<file path="src/rtl/exp_mask_unpack.sv">
// ExpandMask unpacker: turns packed SHAKE256 squeeze words into NUM_LANES
// coefficients per beat of (gamma1 - a) mod q, with gamma1 = 2^17 or 2^19
// chosen per polynomial.
//
// state  | meaning
// -------+-------------------------------------------------------------
// IDLE   | waiting for start_i; counters hold their last values
// RUN    | accepting words, unpacking beats until the last beat is taken
// DONE   | single cycle, done_o high, then back to IDLE
module exp_mask_unpack #(
  parameter int IN_W      = 64,
  parameter int NUM_LANES = 4,
  parameter int COEFF_W   = 23,
  parameter int NUM_COEFF = 256,
  parameter int BUF_W     = 160
) (
  input  logic                         clk,
  input  logic                         rst_b,
  input  logic                         zeroize,
  input  logic                         start_i,
  input  logic                         gamma1_sel_i,
  input  logic                         data_valid_i,
  input  logic [IN_W-1:0]              data_i,
  output logic                         data_ready_o,
  output logic                         coeff_valid_o,
  output logic [NUM_LANES*COEFF_W-1:0] coeff_o,
  input  logic                         coeff_ready_i,
  output logic                         done_o
);

  localparam int NUM_BEATS = NUM_COEFF / NUM_LANES;
  localparam int TAKE18    = NUM_LANES * 18;
  localparam int TAKE20    = NUM_LANES * 20;
  localparam int WORDS18   = NUM_COEFF * 18 / IN_W;
  localparam int WORDS20   = NUM_COEFF * 20 / IN_W;
  localparam int CNT_W     = $clog2(BUF_W + 1);
  localparam int WCNT_W    = $clog2(WORDS20 + 1);
  localparam int BCNT_W    = $clog2(NUM_BEATS + 1);

  localparam logic [COEFF_W-1:0] MLDSA_Q = COEFF_W'(8380417);
  localparam logic [COEFF_W:0]   G17     = (COEFF_W+1)'(1 << 17);
  localparam logic [COEFF_W:0]   G19     = (COEFF_W+1)'(1 << 19);

  typedef enum logic [1:0] {
    S_IDLE = 2'd0,
    S_RUN  = 2'd1,
    S_DONE = 2'd2
  } state_t;

  state_t                       state_q, state_d;
  logic                         sel_q;
  logic [BUF_W-1:0]             buf_q;
  logic [CNT_W-1:0]             cnt_q;
  logic [WCNT_W-1:0]            wcnt_q;
  logic [BCNT_W-1:0]            bcnt_q;
  logic [NUM_LANES*COEFF_W-1:0] out_q;
  logic                         valid_q;

  logic [WCNT_W-1:0]            words_total;
  logic [CNT_W-1:0]             take_w;
  logic [CNT_W-1:0]             cnt_acc;
  logic [BUF_W-1:0]             data_ext;
  logic [BUF_W-1:0]             comb_buf;
  logic                         accept;
  logic                         extract;
  logic                         beat_hs;
  logic                         last_hs;
  logic [NUM_LANES*COEFF_W-1:0] lane_val;

  // Borrow selects the mod-q wrap; the add is done mod 2^COEFF_W on purpose.
  function automatic logic [COEFF_W-1:0] map_field(input logic [19:0] a, input logic sel);
    logic [COEFF_W:0] diff;
    diff = (sel ? G19 : G17) - {{(COEFF_W-19){1'b0}}, a};
    if (diff[COEFF_W]) return diff[COEFF_W-1:0] + MLDSA_Q;
    else               return diff[COEFF_W-1:0];
  endfunction

  // Datapath view of the incoming word and the bits available this cycle.
  always_comb begin
    words_total = sel_q ? WCNT_W'(WORDS20) : WCNT_W'(WORDS18);
    take_w      = sel_q ? CNT_W'(TAKE20)   : CNT_W'(TAKE18);
    accept      = data_valid_i & data_ready_o;
    data_ext    = {{(BUF_W-IN_W){1'b0}}, data_i};
    cnt_acc     = cnt_q + (accept ? CNT_W'(IN_W) : '0);
    comb_buf    = accept ? (buf_q | (data_ext << cnt_q)) : buf_q;
    beat_hs     = valid_q & coeff_ready_i;
    last_hs     = beat_hs & (bcnt_q == BCNT_W'(NUM_BEATS - 1));
    extract     = (state_q == S_RUN) & (cnt_acc >= take_w) & (~valid_q | coeff_ready_i);
  end

  // Map the lowest beat of the merged buffer into lane coefficients.
  always_comb begin
    lane_val = '0;
    for (int k = 0; k < NUM_LANES; k++) begin
      if (sel_q) lane_val[k*COEFF_W +: COEFF_W] = map_field(comb_buf[k*20 +: 20], 1'b1);
      else       lane_val[k*COEFF_W +: COEFF_W] = map_field({2'b00, comb_buf[k*18 +: 18]}, 1'b0);
    end
  end

  // State register.
  always_ff @(posedge clk or negedge rst_b) begin
    if (!rst_b)       state_q <= S_IDLE;
    else if (zeroize) state_q <= S_IDLE;
    else              state_q <= state_d;
  end

  // Next-state logic.
  always_comb begin
    state_d = state_q;
    case (state_q)
      S_IDLE:  if (start_i) state_d = S_RUN;
      S_RUN:   if (last_hs) state_d = S_DONE;
      S_DONE:  state_d = S_IDLE;
      default: state_d = S_IDLE;
    endcase
  end

  // FSM-derived outputs.
  always_comb begin
    data_ready_o = (state_q == S_RUN) & (wcnt_q < words_total) &
                   (cnt_q <= CNT_W'(BUF_W - IN_W));
    done_o       = (state_q == S_DONE);
  end

  // Bit buffer, counters and output register.
  always_ff @(posedge clk or negedge rst_b) begin
    if (!rst_b) begin
      sel_q   <= 1'b0;
      buf_q   <= '0;
      cnt_q   <= '0;
      wcnt_q  <= '0;
      bcnt_q  <= '0;
      out_q   <= '0;
      valid_q <= 1'b0;
    end else if (zeroize) begin
      sel_q   <= 1'b0;
      buf_q   <= '0;
      cnt_q   <= '0;
      wcnt_q  <= '0;
      bcnt_q  <= '0;
      out_q   <= '0;
      valid_q <= 1'b0;
    end else begin
      if (state_q == S_IDLE && start_i) begin
        sel_q  <= gamma1_sel_i;
        buf_q  <= '0;
        cnt_q  <= '0;
        wcnt_q <= '0;
        bcnt_q <= '0;
      end else if (state_q == S_RUN) begin
        buf_q <= extract ? (comb_buf >> take_w) : comb_buf;
        cnt_q <= extract ? (cnt_acc - take_w) : cnt_acc;
        if (accept)  wcnt_q <= wcnt_q + 1'b1;
        if (beat_hs) bcnt_q <= bcnt_q + 1'b1;
      end
      if (extract) begin
        out_q   <= lane_val;
        valid_q <= 1'b1;
      end else if (beat_hs) begin
        valid_q <= 1'b0;
      end
    end
  end

  assign coeff_valid_o = valid_q;
  assign coeff_o       = out_q;

endmodule

</file>
<file path="config.mk">
export PLATFORM = sky130hd
export DESIGN_NAME = exp_mask_unpack
export DESIGN_NICKNAME = d
export VERILOG_FILES = /design/src/rtl/exp_mask_unpack.sv
export SDC_FILE = /design/constraint.sdc
export NUM_CORES = 1
export LEC_CHECK = 0
export CORE_UTILIZATION = 50
export DETAILED_ROUTE_END_ITERATION = 16
export PLACE_DENSITY_LB_ADDON = 0.12
export SLEW_MARGIN = 20
export SYNTH_ARGS = -nofsm -noshare
export SYNTH_HDL_FRONTEND = slang
export SYNTH_SLANG_ARGS = --single-unit
</file>
<file path="constraint.sdc">
create_clock -name clk -period 13 [get_ports clk]
set_input_delay 3.25 -clock clk [delete_from_list [all_inputs] [get_ports clk]]
set_output_delay 3.25 -clock clk [all_outputs]
set_load 0.03 [all_outputs]
</file>
== After elaboration in Yosys (flattened, before gate mapping) ==
Index checks and enable logic that the tools add are counted.

* Bits in registers: 278
* Output and inout bits: 95
* Word-level logic and storage cells: 102
* Input bits: 71

* $lt $le $gt $ge: 3
* Shifts and indexed selects: 2
* Equal/unequal tests: 5
* Multiplexer cells: 43
* $add $sub $neg: 20
* Bitwise gates (word level): 10
* Reduce and logical (&&, ||, !) cells: 11

{| class="wikitable"
|+ Operator list
! kind !! number
|-
| 160-bit 2-to-1 mux || 5
|-
| 23-bit 2-to-1 mux || 12
|-
| 92-bit 2-to-1 mux || 2
|-
| 160-bit bitwise OR || 1
|-
| 64-bit by 8-bit left shift with 160-bit output || 1
|-
| 160-bit by 7-bit right shift with 160-bit output || 1
|-
| 21-bit by 14-bit adder with 22-bit output, second input constant || 4
|-
| 20-bit by 20-bit subtractor with 21-bit output, first input constant || 4
|-
| 19-bit by 14-bit adder with 20-bit output, second input constant || 4
|-
| 18-bit by 18-bit subtractor with 19-bit output, first input constant || 4
|-
| 7-bit 2-to-1 mux || 9
|-
| 8-bit 2-to-1 mux || 4
|-
| 7-bit by 1-bit adder with 7-bit output, second input constant || 2
|-
| 3-bit nonzero test || 4
|-
| 5-bit 2-to-1 mux || 2
|-
| 8-bit by 7-bit adder with 8-bit output || 1
|-
| 8-bit by 7-bit greater-or-equal comparator with 1-bit output || 1
|-
| 8-bit by 7-bit less-or-equal comparator with 1-bit output, second input constant || 1
|-
| 8-bit by 7-bit subtractor with 8-bit output || 1
|-
| 1-bit bitwise AND || 7
|-
| 7-bit by 6-bit equality test with 1-bit output, second input constant || 1
|-
| 7-bit < comparator || 1
|-
| 2-bit 2-to-1 mux || 3
|-
| 3-bit != test, second input constant || 2
|-
| other kinds (10) || 17
|}

== Depth between registers and ports, before layout ==
* Depth after elaboration: 14
* Depth in mapped cells: 24
* Gate-level depth less buffers: 19

== Worst setup path before layout ==
No wires, ideal clock.

* Path kind: input -> register
* Start point: input port data_valid_i
* End point: register out_q[84], in the netlist coeff_o[84]
* Cell stages on the path: 19
* Arrival time: 7343 ps
* Setup slack: 5562 ps
* Buffers on the path: 4
* Data required time: 12905 ps
* Library setup time: 95 ps
* Path through: nand4bb_1 nor4_1 clkbuf_1 buf_2 buf_2 buf_2 a21oi_1 ha_1 or3b_2 nor3_1 o211ai_1 nor3_1 a31oi_1 xnor2_1 o211ai_1 nor4_2 nor3b_1 mux2_2 o31ai_1

* Word-level cells in the longest chain between the ends: 8
* Elaborated cells on any way between the ends: 17
* Those cells by class: add/sub (5); order compare (1); mux (7); bitwise (3); reduce/logical (1)

{| class="wikitable"
|+ Ends and longest elaborated chain
! element !! RTL line !! RTL
|-
| from (decl) || 22 || <nowiki>input logic data_valid_i,</nowiki>
|-
| 1-bit bitwise AND * || 82 || <nowiki>accept = data_valid_i & data_ready_o;</nowiki>
|-
| 160-bit 2-to-1 mux || 85 || <nowiki>comb_buf = accept ? (buf_q | (data_ext << cnt_q)) : buf_q;</nowiki>
|-
| 20-bit by 20-bit subtractor with 21-bit output or 18-bit by 18-bit subtractor with 19-bit output (tied branches) || 73 || <nowiki>diff = (sel ? G19 : G17) - {{(COEFF_W-19){1'b0}}, a};</nowiki>
|-
| 21-bit by 14-bit adder with 22-bit output or 19-bit by 14-bit adder with 20-bit output (tied branches) || 74 || <nowiki>if (diff[COEFF_W]) return diff[COEFF_W-1:0] + MLDSA_Q;</nowiki>
|-
| 23-bit 2-to-1 mux || 74 ||
|-
| 23-bit 2-to-1 mux || 95 || <nowiki>if (sel_q) lane_val[k*COEFF_W +: COEFF_W] = map_field(comb_buf[k*20 +: 20], 1'b1);</nowiki>
|-
| 92-bit 2-to-1 mux || 156 || <nowiki>if (extract) begin</nowiki>
|-
| 92-bit 2-to-1 mux || 135 || <nowiki>end else if (zeroize) begin</nowiki>
|-
| to (signal assigned) || 157 || <nowiki>out_q <= lane_val;</nowiki>
|-
| to (decl) || 56 || <nowiki>logic [NUM_LANES*COEFF_W-1:0] out_q;</nowiki>
|}

Every way passes the cells marked *; elsewhere a longest branch is shown, timed or not. The select of a mux whose other input is x is not followed.
A chain may end at the register's enable or synchronous reset.

== Worst setup path after layout ==
* Start point: input port data_i[7]
* End point: register out_q[84], in the netlist coeff_o[84]

* Word-level cells in the longest chain between the ends: 9
* Elaborated cells on any way between the ends: 12
* Those cells by class: add/sub (4); shift (1); mux (6); bitwise (1)

{| class="wikitable"
|+ Ends and longest elaborated chain
! element !! RTL line !! RTL
|-
| from (decl) || 23 || <nowiki>input logic [IN_W-1:0] data_i,</nowiki>
|-
| 64-bit by 8-bit left shift with 160-bit output * || 85 ||
|-
| 160-bit bitwise OR * || 85 ||
|-
| 160-bit 2-to-1 mux * || 85 ||
|-
| 20-bit by 20-bit subtractor with 21-bit output or 18-bit by 18-bit subtractor with 19-bit output (tied branches) || 73 ||
|-
| 21-bit by 14-bit adder with 22-bit output or 19-bit by 14-bit adder with 20-bit output (tied branches) || 74 ||
|-
| 23-bit 2-to-1 mux || 74 ||
|-
| 23-bit 2-to-1 mux * || 95 ||
|-
| 92-bit 2-to-1 mux * || 156 ||
|-
| 92-bit 2-to-1 mux * || 135 ||
|}

Marked as above.

==> results.ini <==
[power_and_ir_drop]
p_sw_w = 0.00102
p_clk_frac = 0.360
combinationalPowerShare = 0.321
leakage_nw = 10.8
intPower_w = 0.00170
swShare = 0.376
seq_power_share = 0.320
p_per_area_nw_per_um2 = 99.7
ir_worst_vdd_mv = 0.0882

[synthesis]
synth-edff-count = 0
synth_fp_nets = 3093
netlist_instances = 2993
ys_warn_count = 0
synthDistinctLibCells = 102
netlist_top_cells_area = dfrtp_1 (28%), xnor2_1 (5.4%), nand2_1 (5.0%)
seq_area_frac_synth = 0.282
yosysMostFrequentCell = nand2_1
syn_area_um2 = 24000
synth_ff_type = dfrtp_1
synth_largest_area_cell = dfrtp_1
synthArstFlopShare = 1.00
ys_top_cells_by_count = nand2_1 (321), nor2_1 (310), dfrtp_1 (271)
ys_ff_latch = 271
syn_area_per_cell_um2 = 8.02
synth_top_cell_area_share = 0.282

[final_layout]
nNetsFinal = 3164
layout-drive-gt1-share = 0.0959
area_delta_synth_final_pct = 13.7
fillCellCount = 4414

[timing]
fmax_mhz = 119
maxSlewViolCount = 0
worst_slew_pin_slew_ps = 1320
finClkSkew_ps = 29.7
hold_viol_final = 0
fin_setup_tns_ps = 0
max_slew_margin = 0.118
rsz0062_at_grt = false
fin_crit_sh = 0.649
period_needed_ps = 8430
holdWs_ps = 476
setup_viol = 0

[routing]
routedWlPerCell_um = 30.9
drcViolationCount = 0
drt_first_pass_iters = 7
drt-initial-drc-count = 3888
wirelength_um = 114000
antenna_left = 0
vias = 26600
viasPerCell = 7.20

[place]
gp_congestion = 1.11
place_hpwl_um = 83500
io_buffers = 165

[floorplan]
die_area_um2 = 48900
start_util = 0.511
core-area_um2 = 47000
row_count = 79
die_x_um = 221
ioPinCount = 166
die_h_um = 221

[clock_network]
clk_latency_ps = 580
ctsRootBufferMaster = clkbuf_16
cts_made_buffers = 36
post_cts_resized = 0
cts.path.max_buffers = 3
tritoncts = done
clkSinkCount = 271
clk_pin_slew_ps = 70
cts-hold-fix-buffers = 0
postCtsSetupBuffers = 0
htree_num_levels = 2

[worst_setup_path]
crit_chain = clkdlybuf4s50_1 -> mux2_4 -> a22o_1 -> nand2_1 -> o21ai_0 -> a21oi_1 -> buf_4 -> ha_1 -> or3b_2 -> nor3_1 -> o211ai_1 -> nor3_1 -> a31oi_1 -> xnor2_1 -> o211ai_1 -> nor4_2 -> nor3b_1 -> mux2_2 -> o31ai_1
path_class = input pin to flop
cp-end-kind = flop
startpoint_type = input pin
crit_slowest_cell = clkdlybuf4s50_1
path_max_fanout = 7
path_buf_inv = 2
critPathMaxStageDelay_ps = 670
cp_data_arrival_time_ps = 8920
crit_required_ps = 13490
path_delay_family = simple AND/OR/NAND/NOR gates

[hold_path]
hold_class = flop to flop

[global_route]
grt_first_pass_wirelength_um = 167000
grt_usage = 0.457
grt-ovfl-total = 0
grt_max_degree = 157
grt_pass1_vias = 24800
antenna_found_initial = 4

[job]
maxCapViolations = 0

[outcome]
status = completed

per-layer routing:
| metal | track usage | up-vias | part of all wire |
|---|---|---|---|
| met1 | 0.583 | 12800 | 0.38 |
| met4 | 0.304 | 4 | 0.076 |
| li1 | - | 11300 | - |
| met2 | 0.636 | 2090 | 0.40 |
| met3 | 0.175 | 478 | 0.14 |
| met5 | 0.0176 | - | 0.0012 |
worst min-delay path: stages (launching register included):
cell and delay (ps):
dfrtp_1 330, nand2_1 40, o21ai_0 60
state kept, by name (all words and copies together) (netlist names):
| register | flops |
|---|---|
| state_q | 2 |
| coeff_valid_o | 1 |
| wcnt_q | 7 |
| coeff_o | 88 |
| bcnt_q | 7 |
| cnt_q | 5 |
| sel_q | 1 |
| buf_q | 160 |
metrics by stage:
step | power (W) | cells | utilization | setup WS (ps) | cell area (µm²)
3_5_place_dp | 0.00172 | 3632 | 0.557 | 4230 | 26200
5_1_grt | 0.00279 | 3696 | 0.581 | 4300 | 27300
2_1_floorplan | 0.00143 | 2993 | - | 5560 | 24000
4_1_cts | 0.00269 | 3694 | 0.581 | 4810 | 27300
3_3_place_gp | 0.00171 | 3632 | 0.557 | 4420 | 26200
6_report | 0.00272 | 3697 | 0.581 | 4570 | 27300
cell type report:
| cell class | instances | area (µm²) | share of cell area |
|---|---|---|---|
| multi-input combinational | 2466 | 16200 | 0.594 |
| sequential | 271 | 6800 | 0.249 |
| timing repair buffer | 239 | 2240 | 0.0819 |
| clock buffer | 57 | 1050 | 0.0385 |
| tap | 607 | 759 | 0.0278 |
| inverter | 50 | 188 | 0.00688 |
| clock inverter | 5 | 42.5 | 0.00156 |
| antenna | 2 | 5.00 | 0.000183 |
path summary, 6_finish.rpt:
| check | to | depth (start not counted) | slack [ps] | startpoint |
|---|---|---|---|---|
| max | coeff_o[84] | 19 | 4570 | data_i[7] |
| min | coeff_o[15] | 2 | 480 | coeff_o[15] |
| max reg2reg | coeff_o[43] | 16 | 5890 | cnt_q[3] |
| min reg2reg | coeff_o[15] | 2 | 480 | coeff_o[15] |
| max in group asynchronous | coeff_o[47] | 3 | 8210 | rst_b |
| min in group asynchronous | bcnt_q[0] | 1 | 2620 | rst_b |
power groups by stage:
stage | combinational [W] | sequential, W | clock, W
after detailed placement | 0.000835 | 0.000884 | 0
after CTS | 0.000838 | 0.000869 | 0.000979
after floorplan | 0.000539 | 0.000889 | 0
final | 0.000874 | 0.000870 | 0.000979
after global routing | 0.000918 | 0.000871 | 0.00100
after global placement | 0.000827 | 0.000884 | 0
cells in the final DEF (no fill, tap or decap), drive strengths merged, types with 66 or more instances in the layout:
cell type | Yosys | final
a22o | 68 | 68
buf | 70 | 76
xnor2 | 149 | 149
nor3 | 78 | 78
dfrtp | 271 | 271
nor2 | 310 | 310
mux2i | 73 | 73
clkdlybuf4s50 | 0 | 163
mux2 | 66 | 66
nand2 | 321 | 321
a21oi | 236 | 236
nand3 | 75 | 75
o21ai | 234 | 234
xor2 | 70 | 70
logic make-up after synthesis:
group / count (synthesis) / synth area share
adders and majority gates: 29 / 0.0154
muxes: 172 / 0.0928
xor gates and xnor gates: 219 / 0.0799
buffers and inverters: 256 / 0.0455
and+or+nand+nor: 1077 / 0.216
DFF: 271 / 0.282
AOI/OAI and AO/OA: 969 / 0.268
Power figures use the tool's default switching activity.
